<file path="config.mk">
export PLATFORM = sky130hd
export DESIGN_NAME = dram_bridge
export DESIGN_NICKNAME = d
export VERILOG_FILES = /design/src/rtl/dram_bridge.sv
export SDC_FILE = /design/constraint.sdc
export NUM_CORES = 1
export LEC_CHECK = 0
export ABC_AREA = 1
export BUFFER_PORTS_ARGS = -buffer_cell sky130_fd_sc_hd__buf_2
export CAP_MARGIN = 15
export CORE_ASPECT_RATIO = 1.25
export CORE_MARGIN = 1.5
export CORE_UTILIZATION = 45
export CTS_CLUSTER_SIZE = 14
export DETAILED_ROUTE_END_ITERATION = 16
export MAX_ROUTING_LAYER = met4
export PLACE_DENSITY = 0.73
export SLEW_MARGIN = 20
export SYNTH_ARGS = -nofsm -noshare
export SYNTH_HDL_FRONTEND = slang
export SYNTH_SLANG_ARGS = --single-unit
</file>
<file path="constraint.sdc">
create_clock -name clk -period 3.75 [get_ports clk]
set_input_delay 0.75 -clock clk [delete_from_list [all_inputs] [get_ports clk]]
set_output_delay 0.75 -clock clk [all_outputs]
set_load 0.02 [all_outputs]
</file>
<file path="src/rtl/dram_bridge.sv">
// dram_bridge: turns MEM's single-cycle RAM strobe into a registered
// request/grant/response bus transaction. It stalls the pipeline while the
// transaction is outstanding and handles flushes and bus timeouts.
module dram_bridge #(
    parameter int TIMEOUT_CYCLES = 255,
    parameter int CNT_W          = 8
) (
    input  logic        clk,
    input  logic        rst,
    input  logic        ram_en,
    input  logic [3:0]  ram_write_en,
    input  logic [31:0] ram_addr,
    input  logic [31:0] ram_write_data,
    input  logic        flush,
    output logic        stall_req,
    output logic [31:0] ram_read_data,
    output logic        bus_err,
    output logic        bus_req,
    output logic        bus_wr,
    output logic [3:0]  bus_wstrb,
    output logic [31:0] bus_addr,
    output logic [31:0] bus_wdata,
    input  logic        bus_gnt,
    input  logic        bus_rvalid,
    input  logic [31:0] bus_rdata
);

    typedef enum logic [1:0] {IDLE, REQ, RESP, DONE} state_t;

    // Command fields latched at issue and held on the bus until grant
    typedef struct packed {
        logic        wr;
        logic [3:0]  wstrb;
        logic [31:0] addr;
        logic [31:0] wdata;
    } bus_cmd_t;

    // The counter starts at 0 in the first REQ cycle, so the cycle that sees
    // CNT_LAST is the TIMEOUT_CYCLES-th cycle spent in REQ/RESP.
    localparam logic [CNT_W-1:0] CNT_LAST = CNT_W'(TIMEOUT_CYCLES - 1);

    state_t             state, state_nxt;
    logic [CNT_W-1:0]   cnt, cnt_nxt;
    logic               discard, discard_nxt;
    bus_cmd_t           cmd, cmd_nxt;
    logic               req_nxt;
    logic [31:0]        rdata_nxt;
    logic               err_nxt;
    logic               stall_raw;
    logic               timeout;

    assign timeout = (cnt == CNT_LAST);
    assign {bus_wr, bus_wstrb, bus_addr, bus_wdata} = cmd;

    // Reset is folded in so the stall is also 0 while rst is held low
    assign stall_req = rst & ~flush & stall_raw;

    // Next-state, next register values and the raw stall request
    always_comb begin
        state_nxt   = state;
        cnt_nxt     = cnt;
        discard_nxt = discard;
        cmd_nxt     = cmd;
        req_nxt     = bus_req;
        rdata_nxt   = ram_read_data;
        err_nxt     = 1'b0;
        stall_raw   = 1'b0;
        case (state)
            IDLE: begin
                if (ram_en && !flush) begin
                    stall_raw   = 1'b1;
                    cmd_nxt.wr    = |ram_write_en;
                    cmd_nxt.wstrb = ram_write_en;
                    cmd_nxt.addr  = ram_addr;
                    cmd_nxt.wdata = ram_write_data;
                    req_nxt     = 1'b1;
                    cnt_nxt     = '0;
                    discard_nxt = 1'b0;
                    state_nxt   = REQ;
                end
            end
            REQ: begin
                stall_raw = 1'b1;
                if (bus_gnt && bus_rvalid) begin
                    // Zero-wait slave: accepted and answered in one cycle
                    req_nxt = 1'b0;
                    cnt_nxt = '0;
                    if (flush) begin
                        state_nxt = IDLE;
                    end else begin
                        if (!cmd.wr) rdata_nxt = bus_rdata;
                        state_nxt = DONE;
                    end
                end else if (flush && !bus_gnt) begin
                    // Not yet accepted by the slave, so it can be withdrawn
                    req_nxt   = 1'b0;
                    cnt_nxt   = '0;
                    state_nxt = IDLE;
                end else if (timeout) begin
                    req_nxt = 1'b0;
                    err_nxt = 1'b1;
                    cnt_nxt = '0;
                    if (flush) begin
                        state_nxt = IDLE;
                    end else begin
                        if (!cmd.wr) rdata_nxt = '0;
                        state_nxt = DONE;
                    end
                end else begin
                    cnt_nxt = cnt + 1'b1;
                    if (bus_gnt) begin
                        // Granted alongside a flush: response must still be
                        // consumed, but it is thrown away
                        req_nxt     = 1'b0;
                        discard_nxt = flush;
                        state_nxt   = RESP;
                    end
                end
            end
            RESP: begin
                stall_raw = ~discard;
                if (bus_rvalid) begin
                    cnt_nxt     = '0;
                    discard_nxt = 1'b0;
                    if (discard || flush) begin
                        state_nxt = IDLE;
                    end else begin
                        if (!cmd.wr) rdata_nxt = bus_rdata;
                        state_nxt = DONE;
                    end
                end else if (timeout) begin
                    err_nxt     = 1'b1;
                    cnt_nxt     = '0;
                    discard_nxt = 1'b0;
                    if (discard || flush) begin
                        state_nxt = IDLE;
                    end else begin
                        if (!cmd.wr) rdata_nxt = '0;
                        state_nxt = DONE;
                    end
                end else begin
                    cnt_nxt = cnt + 1'b1;
                    if (flush) discard_nxt = 1'b1;
                end
            end
            DONE: begin
                // One unstalled cycle lets MEM consume ram_read_data; ram_en
                // is still high for the same instruction, so never reissue
                state_nxt = IDLE;
            end
            default: state_nxt = IDLE;
        endcase
    end

    // State and all registered outputs
    always_ff @(posedge clk or negedge rst) begin
        if (!rst) begin
            state         <= IDLE;
            cnt           <= '0;
            discard       <= 1'b0;
            cmd           <= '0;
            bus_req       <= 1'b0;
            ram_read_data <= '0;
            bus_err       <= 1'b0;
        end else begin
            state         <= state_nxt;
            cnt           <= cnt_nxt;
            discard       <= discard_nxt;
            cmd           <= cmd_nxt;
            bus_req       <= req_nxt;
            ram_read_data <= rdata_nxt;
            bus_err       <= err_nxt;
        end
    end

endmodule

</file>
==> flow_summary.toml, run 1 <==
[sta]
rsz0062_at_grt = "false"
final_hold_viol_count = 0
maxSlewViolCount = 0
tns_ps = 0
period_minus_slack_ps = 2770
setup_viol = 0
worst_slack_ps = 981
worst_pin_slew_ps = 959
slew_headroom_pct = 36.1
fin_crit_sh_pct = 73.8
fmax_mhz = 361
fin_worst_skew_ps = 7.81

[critical_path]
required_ps = 3000
worst_path_max_delay_cell = "ha_1"
rr_endpoint = "ram_read_data[5]"
r2r_setup_slack_ps = 1310
crit_path_max_incr_delay_ps = 410
critPathKind = "flip-flop to primary output"
worstPathArrival_ps = 2020
start_kind = "flip-flop"
crit_fanout = 10
r2r_start = "state[0]"
r2r_cells = 9
cp_common_cell = "nor2_1"
path_cells = "inv_1 -> ha_1 -> inv_2 -> nor2_1 -> nor2_1 -> a21oi_1 -> buf_2"
endpoint_kind = "primary output"

[placement]
hpwl_um = 10600
gp_congestion = 0.853
portBuffers = 209
pre_cts_slack_ps = 1120

[global_route]
grt_max_degree = 75
grt_antenna_before_repair = 1
overflow = 0
grtUsageTotal_pct = 22.7
first_global_vias = 5099
grt_pass1_wl_um = 24600

[clocking]
cts_resized = 0
numClockSinks = 114
cts-htree-levels = 4
clk_pin_slew_ps = 60
clock_latency_ps = 410
post_cts_buffers = 0
cts_made_buffers = 17
cts-root-buf = "clkbuf_16"
hold_buffers = 0
cts_tree = "built"
clk_path_buf_depth = 2

[cells_and_area]
multiInputGateArea_sq_um = 2780
n_fill_cell = 1218
drive_above_1_share_pct = 36.7
area_growth_pct = 29.3
fin_nets = 989
regArea_sq_um = 2850

[routing]
num_vias = 5409
ant_nets = 0
drtPass1Iterations = 4
drt_iter0_markers = 334
detail_route.vias_per_cell = 5.09
drt-wirelength-per-cell_um = 14.5
drc = 0
routed_wl_um = 15400

[run]
drv_cap = 0

[yosys]
synth_most_common_cell = "nand2_1"
yosys_warnings = 0
seq_area_frac_synth_pct = 47.4
yosysTopAreaCell = "dfrtp_1"
postSynthAreaPerCell_sq_um = 8.83
synth_top_cell_area_share_pct = 47.4
yosysUniqueCellTypes = 30
ys_ff_latch = 114
synth_area_leaders = "dfrtp_1 47%, nand2_1 14%, mux2_2 13%, o22ai_1 6.2%, o21bai_1 4.1%"
syn_nets = 794
postSynth.asyncResetShare_pct = 100
synth_flop_cell = "dfrtp_1"
synth-edff-count = 0
syn-instance-count = 681
synth_area_sq_um = 6020
synthTopCellsByCount = "232 x nand2_1, 114 x dfrtp_1, 67 x mux2_2"

[floorplanning]
die_area_sq_um = 14100
pin_count = 210
die_w_um = 106
initial_core_util_pct = 45.7
dieHeight_um = 132
core_area_sq_um = 13200
rows = 47

[min_path]
hold_path.class = "input port to asynchronous set/reset pin"

[pwr]
p_per_area_nw_per_um2 = 883
p_leak_nw = 4.05
max-vdd-ir-drop_mv = 0.502

[run_status]
status = "complete, no violations"
-- cells in the final DEF, fill, tap and decap left out, types with 11 or more instances in the layout --
cell type / netlist / layout
nand3_1: 16 / 15
o21ai_0: 11 / 11
dfrtp_1: 114 / 114
mux2_2: 67 / 67
o22ai_1: 60 / 60
inv_1: 50 / 49
o21bai_1: 33 / 33
buf_2: 17 / 208
nand2_1: 232 / 232
nor2_1: 22 / 22
clkbuf_16: 0 / 17
-- through the flow --
stage / total power, mW / util, % / instances / hold slack, ps / cell area, sq um
final: 6.87 / 59.1 / 1063 / 311 / 7780
after global routing: 7.30 / 59.0 / 1061 / 355 / 7770
after CTS: 6.92 / 59.0 / 1060 / 331 / 7770
after detailed placement: 5.17 / 54.2 / 1028 / 481 / 7150
after global placement: 5.12 / 54.2 / 1028 / 478 / 7150
after floorplan: 4.25 / - / 681 / 454 / 6020
-- how the worst max path moves through the flow --
stage | start | endpoint | slack [ps]
floorplan | flush | stall_req | 1380
global placement | flush | stall_req | 1140
CTS | state[0] | stall_req | 960
global route | state[0] | stall_req | 790
detailed placement | flush | stall_req | 1120
finish | state[0] | stall_req | 980
-- kinds of logic after synthesis --
family / synth area share [%]
AO/OA/AOI/OAI: 12.2
flip-flops: 47.4
XOR/XNOR: 0.582
adder cells (fa/ha/maj): 1.46
AND/OR/NAND/NOR: 19.2
multiplexers: 12.5
buffers and inverters: 6.59
-- power breakdown --
part	total (mW)	switching (mW)	internal [mW]
registers	2.06	0.284	1.78
logic	3.08	1.94	1.14
clock network	1.72	0.587	1.13
total	6.87	2.81	4.05
-- critical path: cells and delay by family, from the launching register on --
| family | cells | cell delay (ps) |
|---|---|---|
| flops | 1 | 400 |
| buf+inv | 3 | 490 |
| fa+ha+maj | 1 | 410 |
| simple gates | 2 | 180 |
| compound gates | 1 | 130 |
-- area by class of cell --
type,count,area share (%)
antenna,3,0.0965
clock buffer,20,5.74
clock inverter,12,2.32
inverter,51,2.46
multi-input combinational,475,35.7
sequential,114,36.7
tap,171,2.75
timing repair buffer,217,14.2
-- state kept, by name, indices dropped and copies added, names as in the netlist --
signal,cells
bus_wstrb,4
discard,1
bus_wr,1
bus_wdata,32
bus_addr,32
cnt,8
bus_req,1
state,2
bus_err,1
ram_read_data,32
-- routing by layer --
layer	part of all wire (%)	vias up	GRT usage, %
met1	45	2535	30.5
met2	46	213	33.5
met5	0	-	-
met4	1.0	0	6.52
met3	8.6	14	6.43
li1	-	2647	-
Note: power is estimated with default switching activity, not from simulation.
==> inputs of run 2 (changes only) <==
PLACE_DENSITY = 0.76   (was 0.73)
clock period = 2.26 ns   (was 3.75 ns; I/O delays follow)
==> run 2 against run 1 <==
Net effect:
- utilization is 0.75 points higher
- total power increased by 66%
- global-route usage grew 1.1 points
- setup slack worse by 820 ps
- final cell count is 0.75% higher
- sequential share of layout area down 0.46 points
- non-clock buffer count grew 11
- via count is 1.1% higher
- clock skew grew 1.3 ps
- critical path type unchanged
- largest cell class unchanged
- largest power group unchanged
==> flow_summary.toml, run 2 (synthesis results as in run 1) <==
[run_status]
status = "complete, no violations"

[sta]
worst_slack_ps = 158
fmax_mhz = 476
fin_crit_sh_pct = 93.0
rsz0062_at_grt = "false"
fin_worst_skew_ps = 9.12
holdWs_ps = 227
final_hold_viol_count = 0
maxSlewViolCount = 0
slew_headroom_pct = 47.6
worst_pin_slew_ps = 786
setup_viol = 0
tns_ps = 0
period_minus_slack_ps = 2100

[cells_and_area]
n_fill_cell = 1180
num_antenna_cells = 0
area_growth_pct = 31.0
fin_cells = 1071
layout.cells.most_common_list = "232 x nand2_1, 208 x buf_2, 114 x dfrtp_1"
drive_above_1_share_pct = 37.9
fin_nets = 1000
final_util_pct = 59.8
stdcell_area_sq_um = 7880
final_common_cell = "nand2_1"

[clocking]
cts_tree = "built"
clock_latency_ps = 400
clk_path_buf_depth = 2
numClockSinks = 114
cts-htree-levels = 4
clk_pin_slew_ps = 60
cts_made_buffers = 17
cts-root-buf = "clkbuf_16"

[floorplanning]
pin_count = 210
die_area_sq_um = 14100
core_area_sq_um = 13200
die_w_um = 106
dieHeight_um = 132
initial_core_util_pct = 45.7
rows = 47

[routing]
ant_nets = 0
drtPass1Iterations = 5
routed_wl_um = 15900
num_vias = 5471
detail_route.vias_per_cell = 5.11
drc = 0
drt_iter0_markers = 295
drt-wirelength-per-cell_um = 14.9

[global_route]
grt_antenna_before_repair = 0
grt_pass1_wl_um = 25900
first_global_vias = 5487
overflow = 0
grtUsageTotal_pct = 23.8
grt_max_degree = 59

[placement]
dpl.cell_count = 1035
placed_area_sq_um = 7260
pre_cts_slack_ps = 390
gp_congestion = 0.855
portBuffers = 209
hpwl_um = 10900

[critical_path]
r2r_start = "state[1]"
critPathKind = "flip-flop to primary output"
rr_endpoint = "bus_wdata[9]"
endpoint_kind = "primary output"
worst_path_dominant_cell_family = "buffers and inverters"
required_ps = 1810
worst_path_max_delay_cell = "dfrtp_1"
start_kind = "flip-flop"
r2r_setup_slack_ps = 370
path_cells = "inv_1 -> ha_4 -> buf_4 -> nor2_1 -> a21oi_1 -> buf_2"
crit_buf_inv = 3
crit_path_max_incr_delay_ps = 410
r2r_cells = 6
worstPathArrival_ps = 1650
crit_fanout = 8

[pwr]
max-vdd-ir-drop_mv = 1.18
finalPower_mw = 11.4
p_per_area_nw_per_um2 = 1440
p_leak_nw = 4.10

[run]
drv_cap = 0

[min_path]
hold_path.class = "input port to asynchronous set/reset pin"
-- run 2: cell types whose count changed in the layout (fill, tap and decap cells not counted), moves of 3 or more --
| cell | delta |
|---|---|
| diode_2 | -3 |
| buf_4 | +6 |
| inv_6 | +6 |
| bufinv_16 | -3 |
| clkinv_4 | +3 |
| buf_12 | +5 |
-- run 2: per-layer routing --
metal	GRT usage, %	wire, um	vias up
met2	39.7	7970	242
met1	29.0	6620	2550
met5	-	0	-
met3	5.59	1140	18
li1	-	-	2661
met4	6.44	197	0
-- run 2: worst max-delay path by stage --
stage / from / to / cells after the start / slack [ps]
after floorplan: state[0] / stall_req / 5 / 370
after global placement: state[1] / ram_read_data[9] / 9 / 440
after detailed placement: state[1] / ram_read_data[1] / 9 / 390
after CTS: state[1] / stall_req / 5 / 4
after global routing: state[0] / stall_req / 7 / 20
final: state[1] / stall_req / 6 / 160
-- run 2: layout make-up --
cell class | count | area [sq um] | share of cell area, %
clock buffer | 18 | 429 | 5.45
clock inverter | 14 | 144 | 1.83
inverter | 51 | 191 | 2.43
multi-input combinational | 475 | 2790 | 35.5
sequential | 114 | 2850 | 36.2
tap | 171 | 214 | 2.72
timing repair buffer | 228 | 1250 | 15.9
-- run 2: report_power, final --
part,switching (mW),internal (mW),total (mW)
sequential,0.481,2.95,3.43
clock,1.06,1.55,2.61
combinational,3.28,2.05,5.33
-- run 2: what timing repair did --
item / 4_1_cts / 5_1_grt
gates resized for setup: 0 / 4
setup endpoints to repair: 0 / 1
buffers inserted: 0 / 4
endpoints found under the hold margin: 0 / 0
hold buffers: 0 / 0
